$ cat src/rtl/sbox_share_arbiter_if.sv
// sbox_share_arbiter_if: request fan-in and tagged response bundle for sbox_share_arbiter
interface sbox_share_arbiter_if #(
    parameter int N_REQ = 4,
    parameter int ID_W  = 2
);
    logic [N_REQ-1:0]   req_valid;
    logic [N_REQ-1:0]   req_ready;
    logic [8*N_REQ-1:0] req_data;
    logic               rsp_valid;
    logic               rsp_ready;
    logic [7:0]         rsp_data;
    logic [ID_W-1:0]    rsp_id;
    modport master (output req_valid, req_data, rsp_ready, input req_ready, rsp_valid, rsp_data, rsp_id);
    modport slave (input req_valid, req_data, rsp_ready, output req_ready, rsp_valid, rsp_data, rsp_id);
endinterface

$ cat src/rtl/sbox_share_arbiter.sv
// sbox_share_arbiter: round-robin sharing of one AES S-box among N_REQ byte requesters, 2-stage pipe
// Define SBOX_ARB_PRIO0_EN to give requester 0 strict priority over the round-robin group.
module sbox_share_arbiter #(
    parameter int N_REQ = 4,
    parameter int ID_W  = 2
) (
    input  logic                clk,
    input  logic                rst_n,
    sbox_share_arbiter_if.slave bus,
    output logic                busy
);
    function automatic logic [7:0] gmul(input logic [7:0] a, input logic [7:0] b);
        logic [7:0] p;
        logic [7:0] x;
        p = '0;
        x = a;
        for (int k = 0; k < 8; k++) begin
            p = b[k] ? p ^ x : p;
            x = {x[6:0], 1'b0} ^ (x[7] ? 8'h1b : 8'h00);
        end
        return p;
    endfunction
    function automatic logic [7:0] gsq(input logic [7:0] a);
        return gmul(a, a);
    endfunction
    // Inverse via the GF(2^4) subfield: a^17 is the norm, inverted as n^14, then a^-1 = a^16 * n^14
    function automatic logic [7:0] sbox(input logic [7:0] a);
        logic [7:0] a16;
        logic [7:0] n;
        logic [7:0] n2;
        logic [7:0] n4;
        logic [7:0] v;
        a16 = gsq(gsq(gsq(gsq(a))));
        n   = gmul(a16, a);
        n2  = gsq(n);
        n4  = gsq(n2);
        v   = gmul(a16, gmul(gmul(gsq(n4), n4), n2));
        return v ^ {v[6:0], v[7]} ^ {v[5:0], v[7:6]} ^ {v[4:0], v[7:5]} ^ {v[3:0], v[7:4]} ^ 8'h63;
    endfunction
    logic [ID_W-1:0] rr_ptr;
    logic            s0_v;
    logic [7:0]      s0_data;
    logic [ID_W-1:0] s0_id;
    logic            s1_v;
    logic [7:0]      s1_data;
    logic [ID_W-1:0] s1_id;
    logic            adv;
    logic            gnt_v;
    logic [ID_W-1:0] gnt_id;
    logic [7:0]      gnt_data;
    logic            rr_upd;
    logic [ID_W-1:0] rr_nxt;
    logic [7:0]      sbox_out;
    assign adv = !s1_v || bus.rsp_ready;
    always_comb begin
        gnt_v  = 1'b0;
        gnt_id = '0;
        for (int k = N_REQ - 1; k >= 0; k--) begin
            if (bus.req_valid[(int'(rr_ptr) + k) % N_REQ]) begin
                gnt_v  = 1'b1;
                gnt_id = ID_W'((int'(rr_ptr) + k) % N_REQ);
            end
        end
`ifdef SBOX_ARB_PRIO0_EN
        gnt_v  = gnt_v || bus.req_valid[0];
        gnt_id = bus.req_valid[0] ? '0 : gnt_id;
`endif
    end
`ifdef SBOX_ARB_PRIO0_EN
    assign rr_upd = gnt_v && gnt_id != '0;
`else
    assign rr_upd = gnt_v;
`endif
    assign rr_nxt        = (gnt_id == ID_W'(N_REQ - 1)) ? '0 : gnt_id + 1'b1;
    assign gnt_data      = bus.req_data[8*int'(gnt_id) +: 8];
    assign bus.req_ready = (gnt_v && adv && rst_n) ? N_REQ'(1) << gnt_id : '0;
    assign sbox_out      = sbox(s0_data);
    always_ff @(posedge clk or negedge rst_n) begin
        if (!rst_n) begin
            rr_ptr  <= '0;
            s0_v    <= 1'b0;
            s0_data <= '0;
            s0_id   <= '0;
            s1_v    <= 1'b0;
            s1_data <= '0;
            s1_id   <= '0;
        end else if (adv) begin
            rr_ptr  <= rr_upd ? rr_nxt : rr_ptr;
            s0_v    <= gnt_v;
            s0_data <= gnt_data;
            s0_id   <= gnt_id;
            s1_v    <= s0_v;
            s1_data <= sbox_out;
            s1_id   <= s0_id;
        end
    end
    assign bus.rsp_valid = s1_v;
    assign bus.rsp_data  = s1_data;
    assign bus.rsp_id    = s1_id;
    assign busy          = s0_v || s1_v;
endmodule

$ cat src/flat_wrapper.sv
// flat-port wrapper written by rule: the top's interface ports become plain ports
module sbox_share_arbiter_flat 
#(
    parameter int N_REQ = 4,
    parameter int ID_W  = 2
)
  (clk, rst_n, busy, bus_req_valid, bus_req_data, bus_rsp_ready, bus_req_ready, bus_rsp_valid, bus_rsp_data, bus_rsp_id);
  sbox_share_arbiter_if #(.N_REQ(N_REQ), .ID_W(ID_W)) bus_i ();
  input  logic clk;
  input  logic rst_n;
  output logic busy;
  input wire logic [$bits(bus_i.req_valid)-1:0] bus_req_valid;
  input wire logic [$bits(bus_i.req_data)-1:0] bus_req_data;
  input wire logic [$bits(bus_i.rsp_ready)-1:0] bus_rsp_ready;
  output wire logic [$bits(bus_i.req_ready)-1:0] bus_req_ready;
  output wire logic [$bits(bus_i.rsp_valid)-1:0] bus_rsp_valid;
  output wire logic [$bits(bus_i.rsp_data)-1:0] bus_rsp_data;
  output wire logic [$bits(bus_i.rsp_id)-1:0] bus_rsp_id;
  assign bus_i.req_valid = bus_req_valid;
  assign bus_i.req_data = bus_req_data;
  assign bus_i.rsp_ready = bus_rsp_ready;
  assign bus_req_ready = bus_i.req_ready;
  assign bus_rsp_valid = bus_i.rsp_valid;
  assign bus_rsp_data = bus_i.rsp_data;
  assign bus_rsp_id = bus_i.rsp_id;
  sbox_share_arbiter #(.N_REQ(N_REQ), .ID_W(ID_W)) u_core (.clk(clk), .rst_n(rst_n), .bus(bus_i), .busy(busy));
endmodule
$ cat config.mk
export PLATFORM = sky130hd
export DESIGN_NAME = sbox_share_arbiter_flat
export DESIGN_NICKNAME = d
export VERILOG_FILES = /design/src/rtl/sbox_share_arbiter_if.sv /design/src/rtl/sbox_share_arbiter.sv /design/src/flat_wrapper.sv
export SDC_FILE = /design/constraint.sdc
export NUM_CORES = 1
export LEC_CHECK = 0
export CAP_MARGIN = 20
export CORE_ASPECT_RATIO = 1.75
export CORE_MARGIN = 4
export CORE_UTILIZATION = 50
export DETAILED_ROUTE_END_ITERATION = 10
export MAX_ROUTING_LAYER = met4
export PLACE_DENSITY = 0.68
export SYNTH_ARGS = -nofsm -noshare
export SYNTH_HDL_FRONTEND = slang
export SYNTH_SLANG_ARGS = --single-unit
$ cat constraint.sdc
create_clock -name clk -period 45.4 [get_ports clk]
set_input_delay 9.08 -clock clk [delete_from_list [all_inputs] [get_ports clk]]
set_output_delay 9.08 -clock clk [all_outputs]
set_load 0.02 [all_outputs]
==> results of run 1 <==
layout by cell type (no fill, tap or decap), drive strengths merged, types with 40 or more instances in the layout:
cell type      Yosys  layout
o21ai             77      77
nand2            198     198
xor2              66      66
nor2             189     189
nor3              53      53
xnor2            287     287
xnor3             82      82
a21oi             73      73
buf               41      42
clkdlybuf4s50      0      54
nand3             40      40
cells by family (layout without fill, tap and decap cells):
logic type               after synthesis  in the layout  share of synthesized area
adder cells (fa/ha/maj)               11             11                     0.0111
XOR/XNOR                             448            448                      0.456
AND/OR/NAND/NOR                      602            602                      0.223
flip-flops                            24             24                     0.0486
multiplexers                          52             52                     0.0445
AO/OA/AOI/OAI                        315            315                      0.175
buffers and inverters                119            128                     0.0419
critical path, delay by kind of cell (launching register included):
family / cells / cell delay [ns]
AOI/OAI and AO/OA: 7 / 2.83
xor gates and xnor gates: 30 / 12.07
adders and majority gates: 6 / 2.52
buffers and inverters: 4 / 1.15
DFF: 1 / 0.86
muxes: 4 / 0.93
and+or+nand+nor: 10 / 1.89
layout make-up:
class | count | area [um2] | area share
multi-input cells | 1428 | 11300 | 0.845
repair buffers | 96 | 863 | 0.0648
flip-flops and latches | 24 | 601 | 0.0451
well taps | 308 | 385 | 0.0289
inverters | 28 | 105 | 0.00789
clock buffers | 3 | 75.1 | 0.00563
clock inverters | 1 | 30.0 | 0.00225
synth_stat cells, types with 10 or more instances:
master / count
sky130_fd_sc_hd__mux2_2: 15
sky130_fd_sc_hd__xnor3_1: 73
sky130_fd_sc_hd__dfrtp_1: 24
sky130_fd_sc_hd__ha_1: 11
sky130_fd_sc_hd__a211oi_1: 20
sky130_fd_sc_hd__nor3_1: 53
sky130_fd_sc_hd__nor2b_1: 15
sky130_fd_sc_hd__and2_1: 15
sky130_fd_sc_hd__a21oi_1: 73
sky130_fd_sc_hd__or3_1: 10
sky130_fd_sc_hd__o21ai_0: 66
sky130_fd_sc_hd__o21ai_1: 11
sky130_fd_sc_hd__inv_1: 20
sky130_fd_sc_hd__xnor2_1: 256
sky130_fd_sc_hd__o22ai_1: 18
sky130_fd_sc_hd__xor3_1: 10
sky130_fd_sc_hd__nand2_1: 197
sky130_fd_sc_hd__nor2_1: 186
sky130_fd_sc_hd__buf_2: 24
sky130_fd_sc_hd__xor2_1: 56
sky130_fd_sc_hd__o211ai_1: 14
sky130_fd_sc_hd__nand2b_1: 10
sky130_fd_sc_hd__mux2i_1: 34
sky130_fd_sc_hd__a22oi_1: 12
sky130_fd_sc_hd__xor2_2: 10
sky130_fd_sc_hd__clkbuf_1: 50
sky130_fd_sc_hd__xnor2_2: 25
sky130_fd_sc_hd__nand3_1: 40
sky130_fd_sc_hd__and3_1: 22
metal layers:
| layer | global-route usage | wire, um |
|---|---|---|
| met5 | - | 0 |
| met1 | 0.266 | 12800 |
| met2 | 0.513 | 20000 |
| met4 | 0.159 | 2760 |
| met3 | 0.0156 | 1440 |
final timing paths:
check | from | end | slack [ns]
worst min-delay path | u_core.s0_v | u_core.s0_v | 0.49
worst max register to register | u_core.s0_data[7] | u_core.bus.rsp_data[1] | 22.97
worst min register to register | u_core.s0_v | u_core.s0_v | 0.49
max in group asynchronous | rst_n | u_core.s0_data[0] | 35.63
min in group asynchronous | rst_n | u_core.rr_ptr[0] | 9.17
worst max-delay path | u_core.s0_data[7] | u_core.bus.rsp_data[1] | 22.97
per-stage QoR:
stage	setup WS [ns]	utilization	area (um2)	hold slack [ns]	instances
floorplan	25.83	-	12400	0.446	1571
global placement	23.26	0.545	13200	0.459	1881
detailed placement	22.95	0.546	13200	0.470	1882
CTS	22.88	0.550	13300	0.487	1886
global route	21.19	0.550	13300	0.506	1888
finish	22.97	0.550	13300	0.486	1888
flip-flops by register name, indices dropped and copies added (netlist names):
name	flops
u_core.rr_ptr	2
u_core.bus.rsp_data	8
u_core.s0_v	1
u_core.bus.rsp_id	2
u_core.s0_id	2
u_core.bus.rsp_valid	1
u_core.s0_data	8
==> flow_results.xml, run 1 <==
<?xml version="1.0" encoding="UTF-8"?>
<metrics>
  <group name="sta">
    <metric name="report.final.slew_viol_count" unit="">0</metric>
    <metric name="post-route-period-util" unit="">0.494</metric>
    <metric name="fin_tns_setup" unit="ns">0</metric>
    <metric name="worst-slew-pin-transition" unit="ns">1.06</metric>
    <metric name="max_slew_margin" unit="">0.286</metric>
    <metric name="layout_min_cycle_time" unit="ns">22.43</metric>
    <metric name="rsz_0062_raised_after_global_routing" unit="">no</metric>
    <metric name="fin_worst_skew" unit="ns">0.00478</metric>
    <metric name="setup-violations-final" unit="">0</metric>
    <metric name="hold_viol" unit="">0</metric>
    <metric name="fmaxAchievable" unit="GHz">0.0446</metric>
  </group>
  <group name="clock_tree">
    <metric name="root_buffer" unit="">sky130_fd_sc_hd__clkbuf_16</metric>
    <metric name="post_cts.repair.setup_buffers" unit="">0</metric>
    <metric name="numCtsBuffers" unit="">3</metric>
    <metric name="cts_buffer_depth" unit="">2</metric>
    <metric name="cts_num_sinks" unit="">24</metric>
    <metric name="insertion_delay" unit="ns">0.26</metric>
    <metric name="clkTransAtPathRegs" unit="ns">0.06</metric>
    <metric name="tritoncts" unit="">yes</metric>
    <metric name="cts.hold.buffers_added" unit="">0</metric>
    <metric name="clock_tree.htree_level_count" unit="">1</metric>
    <metric name="post_cts_resize_count" unit="">0</metric>
  </group>
  <group name="worst_setup_path">
    <metric name="crit_path_top_delay_cell" unit="">sky130_fd_sc_hd__dfrtp_1</metric>
    <metric name="timing.critical_path.fanout_max" unit="">28</metric>
    <metric name="cp-end-kind" unit="">flip-flop</metric>
    <metric name="criticalPathCategory" unit="">reg -&gt; reg</metric>
    <metric name="critPathLaunchType" unit="">flip-flop</metric>
    <metric name="worst-endpoint-arrival" unit="ns">22.57</metric>
    <metric name="crit_path_max_incr_delay" unit="ns">0.86</metric>
    <metric name="crit_top_cell" unit="">sky130_fd_sc_hd__xnor2_1</metric>
    <metric name="critPathRequiredTime" unit="ns">45.54</metric>
    <metric name="reg2regPathDepth" unit="">61</metric>
  </group>
  <group name="route">
    <metric name="detailroute.via_count" unit="">11500</metric>
    <metric name="detailedRoute.firstIterationViolations" unit="">903</metric>
    <metric name="via_per_inst" unit="">6.08</metric>
    <metric name="ant_nets" unit="">0</metric>
    <metric name="postRouteWirelength" unit="mm">37.0</metric>
    <metric name="wl_per_cell" unit="um">19.6</metric>
    <metric name="drc" unit="">0</metric>
    <metric name="first_pass_iters" unit="">6</metric>
  </group>
  <group name="yosys">
    <metric name="top_ff_cell_synth" unit="">sky130_fd_sc_hd__dfrtp_1</metric>
    <metric name="synth_nets" unit="">1621</metric>
    <metric name="ys_seq_area_frac" unit="">0.0486</metric>
    <metric name="ys_seq_elements" unit="">24</metric>
    <metric name="synthesis.instances" unit="">1571</metric>
    <metric name="synth_area_leaders" unit="">sky130_fd_sc_hd__xnor2_1 18%, sky130_fd_sc_hd__xnor3_1 13%, sky130_fd_sc_hd__nand2_1 6.0%</metric>
    <metric name="synth_area_per_cell" unit="um2">7.87</metric>
    <metric name="synth_cell_type_count" unit="">94</metric>
    <metric name="ys_async_sr_fraction" unit="">1.00</metric>
    <metric name="yosys.area.top_type" unit="">sky130_fd_sc_hd__xnor2_1</metric>
    <metric name="synth-edff-count" unit="">0</metric>
    <metric name="yosys.area.top_type_share" unit="">0.181</metric>
    <metric name="syn_area" unit="um2">12400</metric>
    <metric name="yosysWarningCount" unit="">0</metric>
  </group>
  <group name="global_route">
    <metric name="globalRouteTotalUtil" unit="">0.271</metric>
    <metric name="maximum_number_of_pins_on_one_net_before_global_route_repair" unit="">40</metric>
    <metric name="global_route.overflow_total" unit="">0</metric>
    <metric name="antenna_violations_before_repair" unit="">0</metric>
    <metric name="grt_pass1_wl" unit="mm">59.7</metric>
    <metric name="first_global_vias" unit="">11500</metric>
  </group>
  <group name="cells_and_area">
    <metric name="fillCellCount" unit="">2324</metric>
    <metric name="ant_diodes" unit="">0</metric>
    <metric name="synthToLayoutAreaGrowth" unit="%">7.81</metric>
    <metric name="nNetsFinal" unit="">1631</metric>
    <metric name="drive_above_1_share" unit="">0.0975</metric>
  </group>
  <group name="hold_path">
    <metric name="worst_hold_path_type" unit="">reg -&gt; reg</metric>
    <metric name="holdPathStages" unit="">1</metric>
  </group>
  <group name="place">
    <metric name="port_buffers" unit="">54</metric>
    <metric name="detailed_place_hpwl" unit="mm">29.3</metric>
    <metric name="globalplace.congestion" unit="">0.997</metric>
  </group>
  <group name="die">
    <metric name="die_area" unit="um2">27400</metric>
    <metric name="placementRows" unit="">75</metric>
    <metric name="die_w" unit="um">127</metric>
    <metric name="floorplan.io_pins" unit="">55</metric>
    <metric name="initial_utilization" unit="">0.511</metric>
    <metric name="die_h" unit="um">216</metric>
    <metric name="coreArea" unit="um2">24200</metric>
  </group>
  <group name="outcome">
    <metric name="run_status" unit="">complete, no violations</metric>
  </group>
  <group name="flow_run">
    <metric name="cap_violations" unit="">0</metric>
  </group>
</metrics>
Power of run 1 is not shown: default switching activity piles up to over one toggle a cycle in this logic, so the estimate is an artifact.
==> run 2, diff against run 1 <==
- clock period: 45.4 -> 20.9 ns (I/O delays scaled with it)
==> run 2 against run 1 <==
Net effect:
- count of clock-buffer cells in the layout stayed put
- critical path depth rose by 4
- wire length up 2.4%
- worst setup slack lost 22 ns
- non-clock buffer count is 27 higher
- design area rose by 1.9%
- register-to-register slack got worse by 22 ns
- hold slack improved by 0.0053 ns
- sequential share of layout area down 0.085 points
- cell count grew 1.4%
- critical path type unchanged
==> flow_results.xml, run 2 (synthesis results as in run 1) <==
<?xml version="1.0" encoding="UTF-8"?>
<metrics>
  <group name="clock_tree">
    <metric name="clock_tree.htree_level_count" unit="">1</metric>
    <metric name="root_buffer" unit="">sky130_fd_sc_hd__clkbuf_16</metric>
    <metric name="cts_buffer_depth" unit="">2</metric>
    <metric name="cts.hold.buffers_added" unit="">0</metric>
    <metric name="tritoncts" unit="">yes</metric>
    <metric name="numCtsBuffers" unit="">3</metric>
    <metric name="clkTransAtPathRegs" unit="ns">0.06</metric>
    <metric name="insertion_delay" unit="ns">0.26</metric>
    <metric name="cts_num_sinks" unit="">24</metric>
  </group>
  <group name="place">
    <metric name="globalplace.congestion" unit="">0.959</metric>
    <metric name="port_buffers" unit="">54</metric>
    <metric name="detailed_place_hpwl" unit="mm">30.3</metric>
  </group>
  <group name="die">
    <metric name="coreArea" unit="um2">24200</metric>
    <metric name="die_w" unit="um">127</metric>
    <metric name="placementRows" unit="">75</metric>
    <metric name="floorplan.io_pins" unit="">55</metric>
    <metric name="die_h" unit="um">216</metric>
    <metric name="die_area" unit="um2">27400</metric>
    <metric name="initial_utilization" unit="">0.511</metric>
  </group>
  <group name="sta">
    <metric name="max_slew_margin" unit="">0.278</metric>
    <metric name="fmaxAchievable" unit="GHz">0.0509</metric>
    <metric name="layout_min_cycle_time" unit="ns">19.65</metric>
    <metric name="post-route-period-util" unit="">0.940</metric>
    <metric name="fin_tns_setup" unit="ns">0</metric>
    <metric name="report.final.slew_viol_count" unit="">0</metric>
    <metric name="worst-slew-pin-transition" unit="ns">1.08</metric>
    <metric name="setup-violations-final" unit="">0</metric>
    <metric name="hold_viol" unit="">0</metric>
    <metric name="fin_worst_skew" unit="ns">0.00257</metric>
    <metric name="rsz_0062_raised_after_global_routing" unit="">no</metric>
  </group>
  <group name="worst_setup_path">
    <metric name="critPathBufInv" unit="">6</metric>
    <metric name="critPathLaunchType" unit="">flip-flop</metric>
    <metric name="crit_path_max_incr_delay" unit="ns">0.63</metric>
    <metric name="worst-endpoint-arrival" unit="ns">19.79</metric>
    <metric name="criticalPathCategory" unit="">reg -&gt; reg</metric>
    <metric name="cp-end-kind" unit="">flip-flop</metric>
    <metric name="crit_top_cell" unit="">sky130_fd_sc_hd__xnor2_1</metric>
    <metric name="critical_path.top_delay_family" unit="">XOR/XNOR gates</metric>
    <metric name="timing.critical_path.fanout_max" unit="">17</metric>
    <metric name="crit_path_top_delay_cell" unit="">sky130_fd_sc_hd__xnor3_4</metric>
    <metric name="critPathRequiredTime" unit="ns">21.05</metric>
  </group>
  <group name="outcome">
    <metric name="run_status" unit="">complete, no violations</metric>
  </group>
  <group name="flow_run">
    <metric name="cap_violations" unit="">0</metric>
  </group>
  <group name="route">
    <metric name="wl_per_cell" unit="um">19.8</metric>
    <metric name="detailroute.via_count" unit="">11600</metric>
    <metric name="postRouteWirelength" unit="mm">37.9</metric>
    <metric name="first_pass_iters" unit="">6</metric>
    <metric name="detailedRoute.firstIterationViolations" unit="">737</metric>
    <metric name="via_per_inst" unit="">6.06</metric>
    <metric name="ant_nets" unit="">0</metric>
    <metric name="drc" unit="">0</metric>
  </group>
  <group name="global_route">
    <metric name="global_route.overflow_total" unit="">0</metric>
    <metric name="first_global_vias" unit="">11700</metric>
    <metric name="antenna_violations_before_repair" unit="">0</metric>
    <metric name="globalRouteTotalUtil" unit="">0.276</metric>
    <metric name="maximum_number_of_pins_on_one_net_before_global_route_repair" unit="">40</metric>
    <metric name="grt_pass1_wl" unit="mm">60.3</metric>
  </group>
  <group name="cells_and_area">
    <metric name="drive_above_1_share" unit="">0.116</metric>
    <metric name="mostFrequentLayoutCell" unit="">sky130_fd_sc_hd__xnor2_1</metric>
    <metric name="ant_diodes" unit="">0</metric>
    <metric name="mostFrequentLayoutCells" unit="">251 x sky130_fd_sc_hd__xnor2_1, 196 x sky130_fd_sc_hd__nand2_1, 186 x sky130_fd_sc_hd__nor2_1</metric>
    <metric name="final_util" unit="">0.561</metric>
    <metric name="fillCellCount" unit="">2330</metric>
    <metric name="nNetsFinal" unit="">1658</metric>
    <metric name="synthToLayoutAreaGrowth" unit="%">9.89</metric>
  </group>
  <group name="hold_path">
    <metric name="worst_hold_path_type" unit="">reg -&gt; reg</metric>
  </group>
</metrics>
-- run 2: cell types whose count changed in the layout (fill, tap and decap cells not counted), moves of 2 or more --
cell,previous run,this run
sky130_fd_sc_hd__a2111oi_0,5,3
sky130_fd_sc_hd__xnor2_1,253,251
sky130_fd_sc_hd__xnor3_4,1,3
sky130_fd_sc_hd__buf_4,41,69
sky130_fd_sc_hd__xnor3_1,73,71
sky130_fd_sc_hd__a2111oi_1,0,2
-- run 2: layout make-up --
cell class	count	area, um2	area share
Inverter	28	105	0.00774
Clock buffer	3	75.1	0.00553
Timing Repair Buffer	123	1060	0.0779
Tap cell	308	385	0.0284
Sequential cell	24	601	0.0442
Multi-Input combinational cell	1428	11300	0.834
Clock inverter	1	30.0	0.00221
-- run 2: worst register-to-register path, delay by kind of cell, from the launching register on --
family	cells	cell delay (ns)
AND/OR/NAND/NOR	8	1.62
XOR/XNOR	34	11.06
flip-flops	1	0.39
buffers and inverters	6	1.12
adder cells (fa/ha/maj)	5	1.86
AO/OA/AOI/OAI	9	2.68
multiplexers	3	0.82
-- run 2: path summary, 6_finish.rpt --
check,to,from,depth (start not counted),slack [ns]
worst max-delay path,u_core.bus.rsp_data[7],u_core.s0_data[0],65,1.25
worst min-delay path,u_core.bus.rsp_data[5],u_core.bus.rsp_data[5],2,0.49
worst max register to register,u_core.bus.rsp_data[7],u_core.s0_data[0],65,1.25
worst min register to register,u_core.bus.rsp_data[5],u_core.bus.rsp_data[5],2,0.49
max in group asynchronous,u_core.s0_id[1],rst_n,2,15.91
min in group asynchronous,u_core.bus.rsp_data[0],rst_n,1,4.35
-- run 2: metal layers --
| metal | global-route usage | part of all wire | vias to the layer above |
|---|---|---|---|
| met1 | 0.261 | 0.35 | 5450 |
| met4 | 0.183 | 0.075 | 0 |
| met2 | 0.524 | 0.55 | 400 |
| li1 | - | - | 5573 |
| met5 | - | 0 | - |
| met3 | 0.0186 | 0.030 | 191 |
-- run 2: repair_timing --
item                                    4_1_cts  5_1_grt
endpoints found under the setup margin        0        8
resized for setup                             0       13
setup buffers                                 0        4
-- run 2: through the flow --
step           instances  setup slack (ns)  hold slack, ns  instance area [um2]
2_1_floorplan       1571              2.93           0.446                12400
3_5_place_dp        1907             0.590           0.483                13400
5_1_grt             1915            0.0341           0.530                13600
3_3_place_gp        1907             0.914           0.461                13400
6_report            1915              1.25           0.492                13600
4_1_cts             1911             0.495           0.494                13500
Power of run 2 is left out for the same reason.
==> run 3, diff against run 2 <==
- CORE_MARGIN: 4 -> default
- SLEW_MARGIN: default -> 20
==> run 3 against run 2 <==
Net effect:
- fmax is 0.94% lower
- first-iteration DRC count is 20% higher
- highest routed layer unchanged
- critical path type unchanged
- critical endpoint unchanged
- sequential share of layout area hardly changed
==> flow_results.xml, run 3 (synthesis results as in run 1) <==
<?xml version="1.0" encoding="UTF-8"?>
<metrics>
  <group name="place">
    <metric name="dpl_worst_slack" unit="ns">0.448</metric>
    <metric name="globalplace.congestion" unit="">1.02</metric>
    <metric name="detailed_place_hpwl" unit="mm">30.2</metric>
    <metric name="port_buffers" unit="">54</metric>
  </group>
  <group name="route">
    <metric name="postRouteWirelength" unit="mm">38.7</metric>
    <metric name="topRoutingLayerUsed" unit="">met4</metric>
    <metric name="ant_nets" unit="">0</metric>
    <metric name="met1Wirelength" unit="mm">13.4</metric>
    <metric name="wl_per_cell" unit="um">20.2</metric>
    <metric name="detailedRoute.firstIterationViolations" unit="">882</metric>
    <metric name="met3_length" unit="mm">1.50</metric>
    <metric name="drc" unit="">0</metric>
    <metric name="via_per_inst" unit="">6.12</metric>
    <metric name="detailroute.wirelength.met2" unit="mm">20.8</metric>
    <metric name="first_pass_iters" unit="">6</metric>
    <metric name="detailroute.via_count" unit="">11700</metric>
  </group>
  <group name="sta">
    <metric name="worst-slew-pin-transition" unit="ns">0.983</metric>
    <metric name="fin_tns_setup" unit="ns">0</metric>
    <metric name="layout_min_cycle_time" unit="ns">19.83</metric>
    <metric name="setup-violations-final" unit="">0</metric>
    <metric name="post-route-period-util" unit="">0.949</metric>
    <metric name="fin_hold_ws" unit="ns">0.484</metric>
    <metric name="hold_viol" unit="">0</metric>
    <metric name="max_slew_margin" unit="">0.340</metric>
    <metric name="fmaxAchievable" unit="GHz">0.0504</metric>
    <metric name="rsz_0062_raised_after_global_routing" unit="">no</metric>
    <metric name="report.final.slew_viol_count" unit="">0</metric>
    <metric name="fin_worst_skew" unit="ns">0.00272</metric>
    <metric name="layout_setup_ws" unit="ns">1.07</metric>
  </group>
  <group name="cells_and_area">
    <metric name="nNetsFinal" unit="">1657</metric>
    <metric name="final_util" unit="">0.562</metric>
    <metric name="mostFrequentLayoutCells" unit="">250 x sky130_fd_sc_hd__xnor2_1, 196 x sky130_fd_sc_hd__nand2_1, 186 x sky130_fd_sc_hd__nor2_1</metric>
    <metric name="drive_above_1_share" unit="">0.118</metric>
    <metric name="mostFrequentLayoutCell" unit="">sky130_fd_sc_hd__xnor2_1</metric>
    <metric name="ant_diodes" unit="">0</metric>
    <metric name="fillCellCount" unit="">2283</metric>
    <metric name="synthToLayoutAreaGrowth" unit="%">9.65</metric>
  </group>
  <group name="worst_setup_path">
    <metric name="critPathLaunchType" unit="">flip-flop</metric>
    <metric name="cp-end-kind" unit="">flip-flop</metric>
    <metric name="timing.critical_path.fanout_max" unit="">20</metric>
    <metric name="crit_top_cell" unit="">sky130_fd_sc_hd__xnor2_1</metric>
    <metric name="criticalPathCategory" unit="">reg -&gt; reg</metric>
    <metric name="worst-endpoint-arrival" unit="ns">19.97</metric>
    <metric name="critPathRequiredTime" unit="ns">21.03</metric>
    <metric name="crit_path_max_incr_delay" unit="ns">0.61</metric>
    <metric name="crit_path_top_delay_cell" unit="">sky130_fd_sc_hd__xnor3_2</metric>
  </group>
  <group name="clock_tree">
    <metric name="cts_num_sinks" unit="">24</metric>
    <metric name="clock_tree.htree_level_count" unit="">1</metric>
    <metric name="cts_buffer_depth" unit="">2</metric>
    <metric name="insertion_delay" unit="ns">0.25</metric>
    <metric name="root_buffer" unit="">sky130_fd_sc_hd__clkbuf_16</metric>
    <metric name="numCtsBuffers" unit="">3</metric>
    <metric name="clkTransAtPathRegs" unit="ns">0.06</metric>
    <metric name="tritoncts" unit="">yes</metric>
  </group>
  <group name="die">
    <metric name="die_h" unit="um">210</metric>
    <metric name="die_w" unit="um">121</metric>
    <metric name="floorplan.io_pins" unit="">55</metric>
    <metric name="initial_utilization" unit="">0.513</metric>
    <metric name="die_area" unit="um2">25400</metric>
    <metric name="coreArea" unit="um2">24100</metric>
    <metric name="placementRows" unit="">75</metric>
  </group>
  <group name="global_route">
    <metric name="global_route.overflow_total" unit="">0</metric>
    <metric name="globalRouteTotalUtil" unit="">0.313</metric>
    <metric name="grt_pass1_wl" unit="mm">61.1</metric>
    <metric name="antenna_violations_before_repair" unit="">0</metric>
    <metric name="first_global_vias" unit="">11500</metric>
    <metric name="maximum_number_of_pins_on_one_net_before_global_route_repair" unit="">40</metric>
  </group>
  <group name="outcome">
    <metric name="run_status" unit="">complete, no violations</metric>
  </group>
  <group name="flow_run">
    <metric name="cap_violations" unit="">0</metric>
  </group>
  <group name="hold_path">
    <metric name="worst_hold_path_type" unit="">reg -&gt; reg</metric>
  </group>
</metrics>
-- run 3: final cells by class --
type                       instances  area, um2  share of cell area
inverter                          28        105             0.00775
tap                              308        385              0.0284
timing repair buffer             122       1050              0.0775
clock buffer                       3       75.1             0.00554
sequential                        24        601              0.0443
multi-input combinational       1428      11300               0.836
-- run 3: worst max-delay path: cells and delay by family (launching register included) --
kind | cells | cell delay (ns)
AOI/OAI and AO/OA | 9 | 2.69
xor gates and xnor gates | 29 | 9.92
adders and majority gates | 7 | 2.76
buffers and inverters | 7 | 1.39
DFF | 1 | 0.35
muxes | 4 | 0.92
and+or+nand+nor | 9 | 1.62
-- run 3: what timing repair did --
action | CTS | global route
hold buffers | 0 | 0
buffers inserted | 0 | 4
gates resized for setup | 0 | 12
endpoints found under the setup margin | 0 | 8
-- run 3: routing by layer --
metal / track usage / up-vias
met5: - / -
met4: 0.209 / 0
met2: 0.581 / 473
li1: - / 5557
met1: 0.307 / 5492
met3: 0.0214 / 183
-- run 3: final timing paths --
kind,startpoint,end,slack [ns],depth (start not counted)
setup / recovery,u_core.s0_data[7],u_core.bus.rsp_data[7],1.07,65
hold / removal,u_core.s0_v,u_core.s0_v,0.48,1
max in group asynchronous,rst_n,u_core.s0_data[7],16.20,2
min in group asynchronous,rst_n,u_core.s0_v,4.15,1
hold reg to reg,u_core.s0_v,u_core.s0_v,0.48,1
setup reg to reg,u_core.s0_data[7],u_core.bus.rsp_data[7],1.07,65
-- run 3: metrics by stage --
stage,area [um2],instances
floorplan,12400,1571
global placement,13400,1906
detailed placement,13400,1906
CTS,13500,1909
global route,13600,1913
finish,13600,1913
Power of run 3 is left out for the same reason.
